==> config.mk <==
export PLATFORM = sky130hd
export DESIGN_NAME = rv_opfetch
export DESIGN_NICKNAME = d
export VERILOG_FILES = /design/src/rtl/rv_pkg.sv /design/src/rtl/rv_opf_scoreboard.sv /design/src/rtl/rv_opfetch.sv
export SDC_FILE = /design/constraint.sdc
export NUM_CORES = 1
export LEC_CHECK = 0
export BUFFER_PORTS_ARGS = -buffer_cell sky130_fd_sc_hd__buf_2
export CAP_MARGIN = 20
export CORE_AREA = 2 2 194 196
export DETAILED_ROUTE_END_ITERATION = 8
export DIE_AREA = 0 0 196 198
export GPL_TIMING_DRIVEN = 1
export PLACE_DENSITY_LB_ADDON = 0.1
export SETUP_SLACK_MARGIN = 0.05
export SYNTH_ARGS = -nofsm -noshare
export SYNTH_HDL_FRONTEND = slang
export SYNTH_SLANG_ARGS = --single-unit
export TNS_END_PERCENT = 5
==> constraint.sdc <==
create_clock -name clk -period 3.9 [get_ports clk]
set_input_delay 0.585 -clock clk [delete_from_list [all_inputs] [get_ports clk]]
set_output_delay 0.585 -clock clk [all_outputs]
set_load 0.02 [all_outputs]
==> src/rtl/rv_pkg.sv <==
// Shared integer-core constants: data width and register-file geometry.
package rv_pkg;

    localparam int unsigned XLEN      = 64;
    localparam int unsigned REG_IDX_W = 5;
    localparam int unsigned REG_NUM   = 32;

    localparam logic [REG_IDX_W-1:0] X0 = '0;

endpackage

==> src/rtl/rv_opf_scoreboard.sv <==
// Pending-writeback bitmap: one bit per integer register, set on issue to EX,
// cleared on RF write. Queries report pending state with this cycle's clear applied.
module rv_opf_scoreboard
    import rv_pkg::*;
(
    input  logic                 clk,
    input  logic                 rst,
    input  logic                 set_en_i,
    input  logic [REG_IDX_W-1:0] set_idx_i,
    input  logic                 clr_en_i,
    input  logic [REG_IDX_W-1:0] clr_idx_i,
    input  logic [REG_IDX_W-1:0] rs1_i,
    input  logic [REG_IDX_W-1:0] rs2_i,
    input  logic [REG_IDX_W-1:0] rd_i,
    output logic                 rs1_pend_o,
    output logic                 rs2_pend_o,
    output logic                 rd_pend_o
);

    logic [REG_NUM-1:0] pend_q, pend_d, pend_eff, set_vec, clr_vec;

    always_comb begin
        set_vec = '0;
        clr_vec = '0;
        if (set_en_i) set_vec[set_idx_i] = 1'b1;
        if (clr_en_i) clr_vec[clr_idx_i] = 1'b1;
        // A same-cycle writeback is visible through the operand bypass, so it no longer blocks.
        pend_eff = pend_q & ~clr_vec;
        pend_d   = pend_eff | set_vec;
    end

    always_ff @(posedge clk) begin
        if (rst) pend_q <= '0;
        else     pend_q <= pend_d;
    end

    assign rs1_pend_o = pend_eff[rs1_i];
    assign rs2_pend_o = pend_eff[rs2_i];
    assign rd_pend_o  = pend_eff[rd_i];

endmodule

==> src/rtl/rv_opfetch.sv <==
// Operand-fetch stage: drives RF read/write ports, delivers operands to EX one cycle after accept.
// Optional RAW interlock enabled by defining RV_OPF_SCOREBOARD_EN.
module rv_opfetch
    import rv_pkg::*;
#(
    parameter int unsigned XLEN  = rv_pkg::XLEN,
    parameter int unsigned PLD_W = 32
) (
    input  logic                 clk,
    input  logic                 rst,
    input  logic                 id_valid_i,
    output logic                 id_ready_o,
    input  logic [REG_IDX_W-1:0] id_rs1_i,
    input  logic [REG_IDX_W-1:0] id_rs2_i,
    input  logic [REG_IDX_W-1:0] id_rd_i,
    input  logic                 id_rd_wr_i,
    input  logic [PLD_W-1:0]     id_pld_i,
    output logic [REG_IDX_W-1:0] rf_rd_reg1_o,
    output logic [REG_IDX_W-1:0] rf_rd_reg2_o,
    input  logic [XLEN-1:0]      rf_rd_data1_i,
    input  logic [XLEN-1:0]      rf_rd_data2_i,
    output logic [REG_IDX_W-1:0] rf_wr_reg_o,
    output logic [XLEN-1:0]      rf_wr_data_o,
    output logic                 rf_wr_en_o,
    input  logic                 wb_valid_i,
    input  logic [REG_IDX_W-1:0] wb_rd_i,
    input  logic [XLEN-1:0]      wb_data_i,
    output logic                 ex_valid_o,
    input  logic                 ex_ready_i,
    output logic [XLEN-1:0]      ex_rs1_data_o,
    output logic [XLEN-1:0]      ex_rs2_data_o,
    output logic [REG_IDX_W-1:0] ex_rd_o,
    output logic                 ex_rd_wr_o,
    output logic [PLD_W-1:0]     ex_pld_o
);

    logic                 acc, hazard, ex_fire;
    logic                 s1_valid_q;
    logic [REG_IDX_W-1:0] s1_rs1_q, s1_rs2_q, s1_rd_q;
    logic                 s1_rd_wr_q;
    logic [PLD_W-1:0]     s1_pld_q;
    logic                 byp1_q, byp2_q;
    logic [XLEN-1:0]      byp1_data_q, byp2_data_q;

    assign ex_fire    = s1_valid_q & ex_ready_i;
    assign id_ready_o = (~s1_valid_q | ex_ready_i) & ~hazard & ~rst;
    assign acc        = id_valid_i & id_ready_o;

    // While stalled the RF keeps re-reading the held sources so late writebacks are picked up.
    assign rf_rd_reg1_o = acc ? id_rs1_i : s1_rs1_q;
    assign rf_rd_reg2_o = acc ? id_rs2_i : s1_rs2_q;

    assign rf_wr_reg_o  = wb_rd_i;
    assign rf_wr_data_o = wb_data_i;
    assign rf_wr_en_o   = wb_valid_i & (wb_rd_i != X0) & ~rst;

`ifdef RV_OPF_SCOREBOARD_EN
    logic rs1_pend, rs2_pend, rd_pend;

    rv_opf_scoreboard u_scoreboard (
        .clk        (clk),
        .rst        (rst),
        .set_en_i   (ex_fire & s1_rd_wr_q & (s1_rd_q != X0)),
        .set_idx_i  (s1_rd_q),
        .clr_en_i   (rf_wr_en_o),
        .clr_idx_i  (wb_rd_i),
        .rs1_i      (id_rs1_i),
        .rs2_i      (id_rs2_i),
        .rd_i       (id_rd_i),
        .rs1_pend_o (rs1_pend),
        .rs2_pend_o (rs2_pend),
        .rd_pend_o  (rd_pend)
    );

    assign hazard = id_valid_i & (rs1_pend | rs2_pend | (id_rd_wr_i & rd_pend));
`else
    assign hazard = 1'b0;
`endif

    always_ff @(posedge clk) begin
        if (rst) begin
            s1_valid_q  <= 1'b0;
            byp1_q      <= 1'b0;
            byp2_q      <= 1'b0;
        end else begin
            if (acc) begin
                s1_valid_q <= 1'b1;
                s1_rs1_q   <= id_rs1_i;
                s1_rs2_q   <= id_rs2_i;
                s1_rd_q    <= id_rd_i;
                s1_rd_wr_q <= id_rd_wr_i;
                s1_pld_q   <= id_pld_i;
            end else if (ex_fire) begin
                s1_valid_q <= 1'b0;
            end
            // The RF returns the old value on a same-edge write/read collision.
            byp1_q <= rf_wr_en_o & (rf_wr_reg_o == rf_rd_reg1_o);
            byp2_q <= rf_wr_en_o & (rf_wr_reg_o == rf_rd_reg2_o);
        end
        byp1_data_q <= rf_wr_data_o;
        byp2_data_q <= rf_wr_data_o;
    end

    always_comb begin
        ex_rs1_data_o = rf_rd_data1_i;
        ex_rs2_data_o = rf_rd_data2_i;
        if (s1_rs1_q == X0) ex_rs1_data_o = '0;
        else if (byp1_q)    ex_rs1_data_o = byp1_data_q;
        if (s1_rs2_q == X0) ex_rs2_data_o = '0;
        else if (byp2_q)    ex_rs2_data_o = byp2_data_q;
    end

    assign ex_valid_o = s1_valid_q;
    assign ex_rd_o    = s1_rd_q;
    assign ex_rd_wr_o = s1_rd_wr_q;
    assign ex_pld_o   = s1_pld_q;

endmodule

==> reports/qor.yml, run 1 <==
place.gp.congestion: 0.705
nets: 1198
num_rows: 71
diodes: 0
maxCapViolations: 0
core_sq_um: 37000
drt-initial-drc-count: 128
tns_ps: 0
status: "finished, final reports clean"
start_util_pct: 15.3
synth_cell_types: 31
syn_inst: 520
overflow: 0
rsz0062_at_grt: "false"
ioPinCount: 498
power.leakage_nw: 4.04
hp-class: "in2reg"
wire_per_inst_um: 15.8
drc: 0
numCtsBuffers: 17
grt_pass1_vias: 5396
clk_pin_slew_ps: 70
die_w_um: 196
fin_crit_ps: 2930
endpoint_kind: "output port"
met2_usage_pct: 22.1
grt_pass1_wl_um: 31800
cts_hold_buf: 0
die_h_um: 198
vias: 5321
start_kind: "register"
drtAntennaViolNets: 0
grt_max_degree: 39
layout.cells.most_common: "buf_2"
routed_wl_um: 22600
setup_ws_ps: 972
worst-setup-path-type: "reg2out"
die_area_sq_um: 38800
utilization_pct: 23.8
regArea_sq_um: 2790
clk_latency_ps: 430
timing.final.crit_share_pct: 75.1
viasPerCell: 3.71
ys_warn_count: 0
cts_tree: "built"
grt_usage_pct: 11.3
clockBufferDepth: 2
grt.busiest_layer: "met2"
antenna_found_initial: 0
mostFrequentLayoutCells: "buf_2, nor2_1, mux2i_1, dfxtp_1, edfxtp_1"
use_met3_pct: 3.54
syn_nets: 770
tightest_slew_ps: 607
dp_hpwl_um: 17500
cts_root_buf: "clkbuf_16"
ys_seq_elements: 115
area_delta_synth_final_pct: 56.0
drv_slew: 0
relSlewSlack_pct: 59.6
hold_viol: 0
maxClockFrequency_mhz: 342
ys_seq_area_share_pct: 49.3
vdd_drop_max_uv: 294
post-cts-setup-buffers: 0
worst_clock_skew_ps: 7.88
synth.avg_cell_area_sq_um: 10.9
h-tree-depth: 4
power_density_nw_per_um2: 428
cts-resized-gates: 0
grt_use_met1_pct: 11.0
syn_area_sq_um: 5640
first_pass_iters: 4
setup_viol: 0
worstPathMaxFanout: 34
multi_input_area_sq_um: 2190
cp.required_ps: 3310
clock-sinks: 115
worstPathArrival_ps: 2340
fillers: 4058
dp_slack_ps: 1340
portBuffers: 497
drive_gt1_share_pct: 57.6
[per-layer routing]
layer  routed length, um  vias to the layer above
met1                8040                     2464
met5                   0                        -
met2               12600                      272
met3                1720                       15
li1                    -                     2570
met4                 318                        0
[final timing paths]
path / slack (ps) / end / from / depth (start not counted)
setup / recovery: 970 / ex_rs2_data_o[21] / s1_rs2_q[1] / 5
setup reg to reg: 1890 / byp2_q / ex_valid_o / 6
hold / removal: 260 / byp2_data_q[17] / wb_data_i[17] / 1
hold reg to reg: 610 / s1_rs1_q[2] / s1_rs1_q[2] / 1
[critical path: stages (launching register included)]
cell and delay [ps]:
edfxtp_1 420, or4_1 580, nor2_4 140, buf_4 430, nor2_1 140, buf_2 190
[sequential cells by signal, indices dropped and copies added, names as in the netlist]
name	count
byp2_data_q	64
ex_pld_o	32
ex_rd_o	5
s1_rs1_q	5
s1_rs2_q	5
byp1_q	1
byp2_q	1
ex_rd_wr_o	1
ex_valid_o	1
[area by class of cell]
cell class / count / share of cell area (%)
well taps: 474 / 6.74
inverters: 6 / 0.256
clock inverters: 14 / 2.26
flip-flops and latches: 115 / 31.7
multi-input cells: 302 / 24.9
repair buffers: 506 / 29.3
clock buffers: 18 / 4.88
[Yosys cell counts]
cell type | n | area share [%]
buf_2 | 24 | 2.1
or3_1 | 1 | 0.11
and2_1 | 1 | 0.11
a22oi_1 | 1 | 0.13
nand2_1 | 2 | 0.13
nor2_2 | 2 | 0.22
a211oi_1 | 1 | 0.13
o211ai_1 | 1 | 0.13
clkbuf_1 | 3 | 0.20
edfxtp_1 | 48 | 26
a22o_1 | 1 | 0.16
or2_2 | 1 | 0.11
nor2b_4 | 1 | 0.24
o211ai_2 | 1 | 0.22
o311a_1 | 1 | 0.18
a2111oi_2 | 1 | 0.27
mux2_4 | 2 | 0.53
or4_1 | 2 | 0.27
nor2_1 | 133 | 8.8
xnor2_1 | 3 | 0.47
nor4b_2 | 1 | 0.27
buf_6 | 1 | 0.20
buf_4 | 69 | 9.2
mux2i_1 | 132 | 23
nor3b_4 | 1 | 0.33
o211a_1 | 1 | 0.18
o221ai_1 | 2 | 0.31
xor2_1 | 4 | 0.62
mux2_2 | 6 | 1.2
inv_1 | 6 | 0.40
dfxtp_1 | 67 | 24
[report_power, final]
group	leakage, nW	internal, mW	switching (mW)
Combinational	2.71	0.267	0.410
Sequential	1.02	1.32	0.0331
Clock	0.308	1.08	0.654
Total	4.04	2.67	1.10
[metrics by stage]
stage / cells / cell area (sq um) / power, mW / hold slack, ps
floorplan: 520 / 5640 / 1.78 / 613
global placement: 1403 / 8170 / 2.08 / 594
detailed placement: 1403 / 8170 / 2.07 / 595
CTS: 1435 / 8800 / 3.85 / 221
global route: 1435 / 8800 / 3.95 / 226
finish: 1435 / 8800 / 3.76 / 263
[cells by family (layout without fill, tap and decap cells)]
kind of cell,count (synthesis),in the layout,synth area share [%]
multiplexers,140,140,25.1
AO/OA/AOI/OAI,10,10,1.71
AND/OR/NAND/NOR,145,145,10.6
buffers and inverters,103,544,12.1
flip-flops,115,115,49.3
XOR/XNOR,7,7,1.09
No activity file was read; power rests on OpenSTA's default activity.
==> inputs of run 2 (changes only) <==
--- a/config.mk
+++ b/config.mk
@@ -7,9 +7,9 @@
 export LEC_CHECK = 0
 export BUFFER_PORTS_ARGS = -buffer_cell sky130_fd_sc_hd__buf_2
 export CAP_MARGIN = 20
-export CORE_AREA = 2 2 194 196
+export CORE_AREA = 2 2 196 198
 export DETAILED_ROUTE_END_ITERATION = 8
-export DIE_AREA = 0 0 196 198
+export DIE_AREA = 0 0 198 200
 export GPL_TIMING_DRIVEN = 1
 export PLACE_DENSITY_LB_ADDON = 0.1
 export SETUP_SLACK_MARGIN = 0.05
==> constraint.sdc (replaced) <==
create_clock -name clk -period 2.6 [get_ports clk]
set_input_delay 0.39 -clock clk [delete_from_list [all_inputs] [get_ports clk]]
set_output_delay 0.39 -clock clk [all_outputs]
set_load 0.02 [all_outputs]
==> run 2 against run 1 <==
Against the previous run:
- via count increased by 1.3%
- critical path type unchanged
- routed wire length increased by 7.7%
- flip-flop and latch count unchanged
- non-clock buffer count increased by 11
- critical path depth increased by 1
- largest power group unchanged
==> reports/qor.yml, run 2 (synthesized netlist as in run 1, its figures left out) <==
status: "finished, final reports clean"  # unchanged
hold_viol: 0  # unchanged
endpoint_kind: "output port"  # unchanged
drv_slew: 0  # unchanged
routed_wl_um: 24400  # was 22600 um
mostFrequentLayoutCells: "buf_2, mux2i_1, nor2_1, dfxtp_1, edfxtp_1"  # was buf_2, nor2_1, mux2i_1, dfxtp_1, edfxtp_1
path_cells: "or4_4, nor2_4, buf_4, buf_12, nor2_1, buf_2"  # was or4_1, nor2_4, buf_4, nor2_1, buf_2
drc: 0  # unchanged
diodes: 0  # unchanged
num_rows: 71  # unchanged
fillers: 4101  # was 4058
grt_max_degree: 43  # was 39
drive_gt1_share_pct: 58.6  # was 57.6%
worst_clock_skew_ps: 16.4  # was 7.88 ps
die_w_um: 198  # was 196 um
die_area_sq_um: 39600  # was 38800 sq um
worstPathArrival_ps: 2140  # was 2340 ps
maxClockFrequency_mhz: 396
worstHoldStart: "wb_data_i[47]"  # was wb_data_i[17]
overflow: 0  # unchanged
area_delta_synth_final_pct: 60.5  # was 56.0%
dp.cells: 1445  # was 1403
viasPerCell: 3.64  # was 3.71
relSlewSlack_pct: 68.1  # was 59.6%
power.leakage_nw: 4.10  # was 4.04 nW
ioPinCount: 498  # unchanged
dp_hpwl_um: 18600  # was 17500 um
drtAntennaViolNets: 0  # unchanged
layout.cells.most_common: "buf_2"  # unchanged
start_kind: "register"  # unchanged
rsz0062_at_grt: "true"  # was false
antenna_found_initial: 0  # unchanged
maxCapViolations: 0  # unchanged
start_util_pct: 15.1  # was 15.3%
portBuffers: 497  # unchanged
cts_root_buf: "clkbuf_16"  # unchanged
cts_tree: "built"  # unchanged
layoutNonFillerInstCount: 1483  # was 1435
max_stage_delay_ps: 550  # was 580 ps
hp-class: "in2reg"  # unchanged
dpl_cell_area_sq_um: 8290  # was 8170 sq um
numCtsBuffers: 17  # unchanged
vias: 5392  # was 5321
multi_input_area_sq_um: 2200  # was 2190 sq um
clk_latency_ps: 440  # was 430 ps
tightest_slew_ps: 479  # was 607 ps
regArea_sq_um: 2790  # unchanged
vdd_drop_max_uv: 407  # was 294 uV
clockBufferDepth: 2  # unchanged
reg2reg_from: "ex_valid_o"  # unchanged
nets: 1209  # was 1198
crit_start: "s1_rs1_q[3]"  # was s1_rs2_q[1]
critPathTopFamily: "simple AND/OR/NAND/NOR gates"  # unchanged
place.gp.congestion: 0.694  # was 0.705
clock-sinks: 115  # unchanged
first_pass_iters: 4  # unchanged
fin_crit_ps: 2530
largest_reg_flops: 64  # unchanged
top_register: "byp2_data_q"  # unchanged
cp.required_ps: 2210  # was 3310 ps
setup_viol: 0  # unchanged
worstPathMaxFanout: 22  # was 34
clk_pin_slew_ps: 60  # was 70 ps
wire_per_inst_um: 16.4  # was 15.8 um
power_density_nw_per_um2: 595  # was 428 nW/um^2
core_sq_um: 37400  # was 37000 sq um
drt-initial-drc-count: 141  # was 128
timing.final.crit_share_pct: 97.2
die_h_um: 200  # was 198 um
grt_pass1_vias: 5589  # was 5396
fin_area_sq_um: 9060  # was 8800 sq um
grt_usage_pct: 11.4  # was 11.3%
critPathSlowestCell: "or4_4"  # was or4_1
grt_pass1_wl_um: 32400  # was 31800 um
worst-setup-path-type: "reg2out"  # unchanged
crit_buf_inv: 3  # was 2
h-tree-depth: 4  # unchanged
[run 2: path summary, 6_finish.rpt]
kind | to | cells past startpoint | slack, ps
max reg2reg | byp2_q | 6 | 610
min reg2reg | ex_valid_o | 3 | 610
max | ex_rs1_data_o[40] | 6 | 70
min | byp2_data_q[47] | 1 | 60
[run 2: final cells by class]
type                    count  share of cell area [%]
repair buffers            517                    31.4
flip-flops and latches    115                    30.8
multi-input cells         302                    24.3
well taps                 511                    7.06
clock buffers              19                    4.78
clock inverters            13                    1.40
inverters                   6                   0.249
[run 2: power by group]
part	internal, mW	switching (mW)	leakage [nW]	total (mW)
clock network	1.33	0.971	0.261	2.30
registers	1.98	0.0482	1.02	2.03
logic	0.427	0.633	2.82	1.06
total	3.73	1.65	4.10	5.39
[run 2: what timing repair did]
action | in CTS | in global routing
setup endpoints to repair | 59 | 99
pin swaps | 0 | 1
hold buffers | 0 | 0
endpoints found under the hold margin | 0 | 0
cloned | 0 | 4
buffers inserted | 0 | 2
resized for setup | 3 | 30
[run 2: metrics by stage]
step | utilization [%] | setup WS (ps) | setup TNS [ps] | total power [mW] | hold WS [ps]
6_report | 24.2 | 72.0 | 0 | 5.39 | 64.1
5_1_grt | 24.2 | -30.4 | -646 | 5.67 | 23.0
4_1_cts | 23.7 | 27.3 | 0 | 5.49 | 19.7
3_5_place_dp | 22.2 | 427 | 0 | 3.12 | 505
3_3_place_gp | 22.2 | 464 | 0 | 3.13 | 505
2_1_floorplan | - | 580 | 0 | 2.67 | 418
[run 2: worst register-to-register path: cells and delay by family (launching register included)]
family	cells	cell delay (ps)
compound gates	1	350
buf+inv	1	300
flops	1	310
mux	1	410
xor+xnor	1	160
simple gates	2	300
[run 2: layer usage]
metal	global-route usage, %	vias up	part of all wire (%)
met1	10.7	2514	36
met4	3.98	0	1.1
met2	22.4	274	56
li1	-	2590	-
met5	0	-	0
met3	4.30	14	7.6
